## config.mk

```make
export PLATFORM = sky130hd
export DESIGN_NAME = cross_comm_engine
export DESIGN_NICKNAME = d
export VERILOG_FILES = /design/src/rtl/cross_comm_engine.sv
export SDC_FILE = /design/constraint.sdc
export NUM_CORES = 1
export LEC_CHECK = 0
export BUFFER_PORTS_ARGS = -buffer_cell sky130_fd_sc_hd__buf_2
export CAP_MARGIN = 20
export CORE_UTILIZATION = 55
export CTS_CLUSTER_DIAMETER = 30
export DETAILED_ROUTE_END_ITERATION = 12
export PLACE_DENSITY_LB_ADDON = 0.2
export SETUP_SLACK_MARGIN = 0.3
export SLEW_MARGIN = 20
export SYNTH_ARGS = -nofsm -noshare
export SYNTH_HDL_FRONTEND = slang
export SYNTH_SLANG_ARGS = --single-unit
```

## constraint.sdc

```tcl
create_clock -name clk -period 14.8 [get_ports clk]
set_clock_uncertainty 0.15 [all_clocks]
set_input_delay 2.96 -clock clk [delete_from_list [all_inputs] [get_ports clk]]
set_output_delay 2.96 -clock clk [all_outputs]
set_load 0.02 [all_outputs]
```

## src/rtl/cross_comm_engine.sv

```systemverilog
// Cross-commodity margin engine: weighted leg sum, percentage scale, divide by 100.
// Optional build macro CROSS_COMM_SAT_EN saturates the charge and flags overflow.
module cross_comm_engine #(
    parameter int N_LEGS  = 4,
    parameter int RATE_W  = 16,
    parameter int RATIO_W = 8,
    parameter int PCT_W   = 8,
    parameter int OUT_W   = 16
) (
    input  logic                                              clk,
    input  logic                                              reset,
    input  logic                                              in_valid,
    output logic                                              in_ready,
    input  logic [N_LEGS*RATE_W-1:0]                          outright_rate,
    input  logic [N_LEGS*RATIO_W-1:0]                         ratio,
    input  logic [PCT_W-1:0]                                  inter_rate,
    output logic                                              out_valid,
    input  logic                                              out_ready,
    output logic [OUT_W-1:0]                                  cross_comm_charge,
    output logic [RATE_W+RATIO_W+$clog2(N_LEGS)-1:0]          outright_margin,
    output logic                                              overflow,
    output logic                                              busy
);
    // state  | meaning
    // IDLE   | waiting for a request, in_ready high
    // ACCUM  | adding one leg's rate*ratio per cycle
    // SCALE  | margin * inter_rate
    // DIVIDE | restoring divide by 100, one quotient bit per cycle
    // DONE   | result held until out_ready
    localparam int ACC_W  = RATE_W + RATIO_W + $clog2(N_LEGS);
    localparam int PROD_W = ACC_W + PCT_W;
    localparam int MUL_W  = RATE_W + RATIO_W;
    localparam int IDX_W  = (N_LEGS > 1) ? $clog2(N_LEGS) : 1;
    localparam int CNT_W  = $clog2(PROD_W + 1);
    localparam logic [7:0] DIVISOR = 8'd100;

    typedef enum logic [2:0] {IDLE, ACCUM, SCALE, DIVIDE, DONE} state_t;
    state_t state, state_nxt;

    logic [N_LEGS*RATE_W-1:0]  rate_r;
    logic [N_LEGS*RATIO_W-1:0] ratio_r;
    logic [PCT_W-1:0]          ir_r;
    logic [IDX_W-1:0]          leg;
    logic [ACC_W-1:0]          acc;
    logic [PROD_W-1:0]         prod;
    logic [7:0]                rem;
    logic [CNT_W-1:0]          cnt;

    logic [MUL_W-1:0]  leg_prod;
    logic [7:0]        trial;
    logic              q_bit;
    logic [7:0]        rem_nxt;
    logic [PROD_W-1:0] quot_nxt;
    logic [OUT_W-1:0]  charge_nxt;
    logic              ovf_nxt;
    logic              leg_last;
    logic              cnt_tc;

    assign leg_last = (leg == IDX_W'(N_LEGS - 1));
    assign cnt_tc   = (cnt == '0);
    assign in_ready = (state == IDLE);
    assign busy     = (state != IDLE);

    // The remainder stays below 100, so one shifted-in bit fits in 8 bits.
    always_comb begin
        leg_prod = rate_r[leg*RATE_W +: RATE_W] * ratio_r[leg*RATIO_W +: RATIO_W];
        trial    = {rem[6:0], prod[PROD_W-1]};
        q_bit    = (trial >= DIVISOR);
        rem_nxt  = q_bit ? (trial - DIVISOR) : trial;
        quot_nxt = {prod[PROD_W-2:0], q_bit};
    end

`ifdef CROSS_COMM_SAT_EN
    logic [PROD_W+OUT_W-1:0] quot_ext;
    always_comb begin
        quot_ext   = (PROD_W+OUT_W)'(quot_nxt);
        ovf_nxt    = |quot_ext[PROD_W+OUT_W-1:OUT_W];
        charge_nxt = ovf_nxt ? {OUT_W{1'b1}} : quot_ext[OUT_W-1:0];
    end
`else
    always_comb begin
        ovf_nxt    = 1'b0;
        charge_nxt = OUT_W'(quot_nxt);
    end
`endif

    always_comb begin
        state_nxt = state;
        case (state)
            IDLE:    if (in_valid) state_nxt = ACCUM;
            ACCUM:   if (leg_last) state_nxt = SCALE;
            SCALE:   state_nxt = DIVIDE;
            DIVIDE:  if (cnt_tc) state_nxt = DONE;
            DONE:    if (out_ready) state_nxt = IDLE;
            default: state_nxt = IDLE;
        endcase
    end

    always_ff @(posedge clk) begin
        if (reset) state <= IDLE;
        else       state <= state_nxt;
    end

    always_ff @(posedge clk) begin
        if (reset) begin
            rate_r            <= '0;
            ratio_r           <= '0;
            ir_r              <= '0;
            leg               <= '0;
            acc               <= '0;
            prod              <= '0;
            rem               <= '0;
            cnt               <= '0;
            out_valid         <= 1'b0;
            cross_comm_charge <= '0;
            outright_margin   <= '0;
            overflow          <= 1'b0;
        end else begin
            case (state)
                IDLE: if (in_valid) begin
                    rate_r  <= outright_rate;
                    ratio_r <= ratio;
                    ir_r    <= inter_rate;
                    leg     <= '0;
                    acc     <= '0;
                end
                ACCUM: begin
                    acc <= acc + ACC_W'(leg_prod);
                    leg <= leg + 1'b1;
                end
                SCALE: begin
                    prod <= PROD_W'(acc) * PROD_W'(ir_r);
                    rem  <= '0;
                    cnt  <= CNT_W'(PROD_W - 1);
                end
                DIVIDE: begin
                    // prod doubles as the quotient register as bits shift out the top
                    prod <= quot_nxt;
                    rem  <= rem_nxt;
                    cnt  <= cnt - 1'b1;
                    if (cnt_tc) begin
                        out_valid         <= 1'b1;
                        cross_comm_charge <= charge_nxt;
                        outright_margin   <= acc;
                        overflow          <= ovf_nxt;
                    end
                end
                DONE: if (out_ready) out_valid <= 1'b0;
                default: ;
            endcase
        end
    end
endmodule

```

**After elaboration in Yosys (flattened, before gate mapping)**

Index checks and enable logic that the tools add are counted.

- Output and inout port bits: 46
- Bits in registers: 225
- Word-level logic and storage cells: 57
- Bits of input ports: 108

- Reduce and logical (&&, ||, !) cells: 11
- $add $sub $neg: 4
- Muxes and demuxes: 16
- Multipliers: 2
- Equal/unequal tests: 9
- Shift-type cells: 2
- Magnitude comparators: 1

Operators with widths:

| cell | count |
|---|---|
| $pmux 34 s2 | 1 |
| $shiftx 64x7->16 | 1 |
| $pmux 26 s2 | 1 |
| $mul 26x8->34 | 1 |
| $shiftx 32x6->8 | 1 |
| $add 26x24->26 | 1 |
| $mux 26 | 1 |
| $mul 16x8->24 | 1 |
| $pmux 3 s5 | 1 |
| $pmux 7 s2 | 1 |
| $mux 3 | 4 |
| $pmux 6 s2 | 1 |
| $ge 8x7->1 const B | 1 |
| $ne 2x2->1 const B | 4 |
| $mux 7 | 1 |
| $sub 7x7->7 const B | 1 |
| $eq 3x2->1 const B | 2 |
| $logic_not 6->1 | 1 |
| $reduce_and 2->1 | 3 |
| $reduce_bool 2->1 | 3 |
| $sub 6x1->6 const B | 1 |
| $pmux 2 s2 | 1 |
| $reduce_and 4->1 | 1 |
| $eq 3x1->1 const B | 1 |
| other kinds (9) | 10 |

**Longest topological paths before layout**

- Depth after elaboration: 4
- Gate-level depth with buffers: 23
- Depth with buffers taken out: 20

**Worst setup path before layout**

Ideal clock, no wire load.

- Path type: register to register
- Start: register leg[1]
- End: register acc[25]
- Stages on the path, launching flop included: 22
- Library setup time: 0.074 ns
- Data arrival time: 5.689 ns
- Clock period less this slack: 5.913 ns
- Setup slack: 8.887 ns
- Data required time: 14.576 ns
- Path through: dfxtp_1 clkbuf_1 buf_1 mux4_2 clkbuf_1 nand2_1 fa_1 inv_1 fa_1 fa_1 inv_1 fa_1 inv_1 ha_1 a21oi_2 o21bai_1 a41o_2 a31oi_4 o31ai_2 or3_1 a311o_1 a31oi_1

- Cells in the longest elaborated chain, start to end: 4
- Elaborated cells between the ends (all ways): 5

RTL lines:

| what | RTL line | text |
|---|---|---|
| start, declared | 43 | `logic [IDX_W-1:0] leg;` |
| start signal, assigned | 129 | `leg <= leg + 1'b1;` |
| $shiftx 64x7->16 or $shiftx 32x6->8 (tied branches) | 66 | `leg_prod = rate_r[leg*RATE_W +: RATE_W] * ratio_r[leg*RATIO_W +: RATIO_W];` |
| $mul 16x8->24 * | 66 |  |
| $add 26x24->26 * | 128 | `acc <= acc + ACC_W'(leg_prod);` |
| $pmux 26 s2 * | 119 | `case (state)` |
| end signal, assigned | 128 |  |
| end, declared | 44 | `logic [ACC_W-1:0] acc;` |

Every way passes the cells marked *; elsewhere a longest branch is shown, timed or not.
A chain may end at the register's enable or synchronous reset.

**Worst setup path after layout**

- Start: register leg[1]
- End: register acc[24]

The elaborated chain is that of the path after synthesis.

==> results.py <==
metrics = {
    "outcome": {
        "status": "finished, final reports clean",
    },
    "layout": {
        "multiInputGateArea_sq_um": 14000,
        "diodes": 0,
        "nNetsFinal": 2949,
        "layout_commonest_cell": "nand2_1",
        "nFillCells": 3005,
        "final_area_sq_um": 23100,
        "final_cell_mix": "nand2_1 (478), inv_1 (301), fa_1 (250)",
        "drive_above_1_share_pct": 12.2,
        "syn_to_final_growth_pct": 14.3,
        "regArea_sq_um": 4510,
    },
    "grt": {
        "grt_pass1_wl_mm": 85.4,
        "grtUsageTotal_pct": 27.9,
        "grt_pass1_vias": 16835,
        "gr-total-overflow": 0,
        "grt_antenna_before_repair": 0,
        "grt_max_degree": 105,
    },
    "critical_path": {
        "worstPathRequired_ns": 15.13,
        "worstSetupEndpointType": "register",
        "cp-start-kind": "register",
        "r2r_cells": 18,
        "crit_type": "reg2reg",
        "r2r_slack_ns": 8.41,
        "cp-endpoint": "acc[24]",
        "path_max_fanout": 17,
        "worstSetupStartpoint": "leg[1]",
        "worstPathArrival_ns": 6.72,
        "r2r_start": "leg[1]",
        "reg2reg_to": "acc[24]",
    },
    "placement": {
        "io_buffers": 152,
        "dp_hpwl_mm": 38.0,
        "gp_congestion": 0.894,
        "place_ws_ns": 8.46,
        "placed_area_sq_um": 21100,
    },
    "floorplan": {
        "io_pins": 154,
        "die_x_um": 194,
        "core-area_sq_um": 35800,
        "initial_utilization_pct": 56.4,
        "die-area_sq_um": 37500,
        "fp.dieH_um": 194,
        "rows": 69,
    },
    "sta": {
        "setup_viol": 0,
        "rsz0062_at_grt": "no",
        "finalCritPeriodShare_pct": 43.2,
        "finalHoldViolations": 0,
        "slew_viol_final": 0,
        "min_period_ns": 6.39,
        "setup_tns_ns": 0,
        "worst_slack_ns": 8.41,
        "worst_pin_slew_ns": 1.15,
        "slew_headroom_pct": 23.2,
        "max_clock_freq_mhz": 157,
    },
    "route": {
        "first_pass_iters": 5,
        "drtIter0Drc": 1000,
        "post-route-drc-count": 0,
        "ant_nets": 0,
        "via_count": 16774,
        "routed_wl_mm": 51.6,
        "wl_per_cell_um": 17.3,
        "routed_via_density": 5.61,
    },
    "synth": {
        "yosysWarnings": 0,
        "synth_edf_count": 0,
        "ys_seq_area_share_pct": 22.3,
        "postSynthCellCount": 2410,
        "yosys.cell_types.count": 68,
        "async_reset_ff_share_pct": 0,
        "synth_area_sq_um": 20200,
        "synth-main-ff-cell": "dfxtp_1",
        "syn_nets": 2874,
        "syn_area_per_cell_sq_um": 8.38,
        "synth_seq_cells": 225,
    },
    "cts": {
        "cts_setup_buffers": 0,
        "cts_buffers": 53,
        "cts_tree": "done",
        "worstSkewPairLatency_ns": 0.60,
        "cts_resized": 0,
        "cts.clk_slew.worst_paths_ns": 0.05,
        "clkSinkCount": 225,
        "htreeDepth": 2,
        "ctsHoldBuffers": 0,
        "cts_root_buf": "clkbuf_16",
        "clk_path_buf_depth": 3,
    },
    "pwr": {
        "power-per-cell-area_nw_per_um2": 102,
        "peakVddDrop_v": 0.000112,
        "leakage_nw": 10.9,
    },
    "hold_path": {
        "hold_class": "reg2reg",
    },
    "run": {
        "maxCapViolCount": 0,
    },
}
[routing by layer]
metal  vias to the layer above  share of wire [%]  track usage, %
li1                       7869                  -               -
met1                      8228                 44            38.3
met2                       588                 47            44.9
met3                        89                6.8            5.24
met4                         0                2.2            8.47
met5                         -                  0               0
[how the worst min path moves through the flow]
stage	startpoint	slack [ns]	cells past startpoint	end
floorplan	rate_r[16]	0.28	2	rate_r[16]
global placement	rate_r[7]	0.29	2	rate_r[7]
detailed placement	ratio_r[19]	0.30	2	ratio_r[19]
CTS	ratio_r[19]	0.30	2	ratio_r[19]
global route	ratio_r[2]	0.32	2	ratio_r[2]
finish	outright_margin[16]	0.30	2	outright_margin[16]
[synth_stat cells, drive strengths merged (4+ instances only)]
library cell / number / area, sq um
nand2: 479 / 1800
inv: 301 / 1130
fa: 250 / 5000
a21oi: 239 / 1200
dfxtp: 225 / 4500
and2: 224 / 1400
clkbuf: 127 / 478
ha: 106 / 1330
nor2: 73 / 274
o21ai: 34 / 170
nand3: 30 / 150
mux4: 24 / 541
nor3: 24 / 125
a21o: 23 / 173
xor2: 21 / 184
a211oi: 18 / 135
buf: 18 / 78.8
xnor2: 18 / 158
nand2b: 14 / 87.6
and3: 13 / 81.3
or3: 12 / 75.1
mux2i: 11 / 110
nand4: 11 / 68.8
nor2b: 10 / 62.6
o211ai: 10 / 75.1
a31oi: 9 / 71.3
a22o: 8 / 70.1
a311oi: 8 / 76.3
a22oi: 5 / 37.5
a31o: 5 / 43.8
o21a: 5 / 37.5
o21bai: 5 / 37.5
o22ai: 5 / 31.3
nand3b: 4 / 30.0
o32a: 4 / 40.0
or4: 4 / 30.0
[kinds of logic after synthesis]
group	Yosys count	synth area share [%]
and+or+nand+nor	907	21.1
buffers and inverters	446	8.35
AOI/OAI and AO/OA	401	12.0
adders and majority gates	356	31.3
DFF	225	22.3
xor gates and xnor gates	39	1.69
muxes	35	3.22
other	1	0.0186
[layout make-up]
cell class                 count  share of cell area (%)
clock buffer                  63                    6.17
tap                          461                    2.50
clock inverter                36                    2.42
inverter                     301                    4.89
timing repair buffer         165                    3.75
sequential                   225                    19.5
multi-input combinational   1739                    60.7
[critical path, cell delays in order (launching register included)]
cell	delay [ns]
dfxtp_1	0.85
buf_4	0.33
mux4_2	0.64
and2_1	0.22
fa_1	0.42
fa_1	0.49
inv_1	0.05
fa_1	0.49
fa_1	0.49
inv_1	0.04
ha_1	0.36
a21o_1	0.14
a21oi_1	0.08
a2111oi_2	0.54
nor2_1	0.14
o211ai_1	0.28
o21ai_0	0.16
mux2i_1	0.13
a221o_1	0.26
[stage by stage]
step	power [mW]	cells	utilization (%)	hold slack, ns
3_3_place_gp	1.05	2891	58.9	0.289
4_1_cts	2.36	2990	64.4	0.301
6_report	2.35	2990	64.4	0.302
3_5_place_dp	1.06	2891	58.9	0.296
5_1_grt	2.44	2990	64.4	0.320
2_1_floorplan	0.948	2410	-	0.283
[where the power goes]
part	internal, mW	total (mW)	switching, mW	leakage [nW]
Sequential	0.645	0.700	0.0549	1.83
Combinational	0.127	0.352	0.225	8.15
Clock	0.898	1.30	0.399	0.961
Total	1.67	2.35	0.680	10.9
[registers in the layout (all words and copies together), names as in the netlist, 6 cells and up]
name and count:
cross_comm_charge 16, acc 26, ir_r 8, rate_r 64
cnt 6, rem 7, prod 34, outright_margin 26
ratio_r 32
Power figures use the tool's default switching activity.
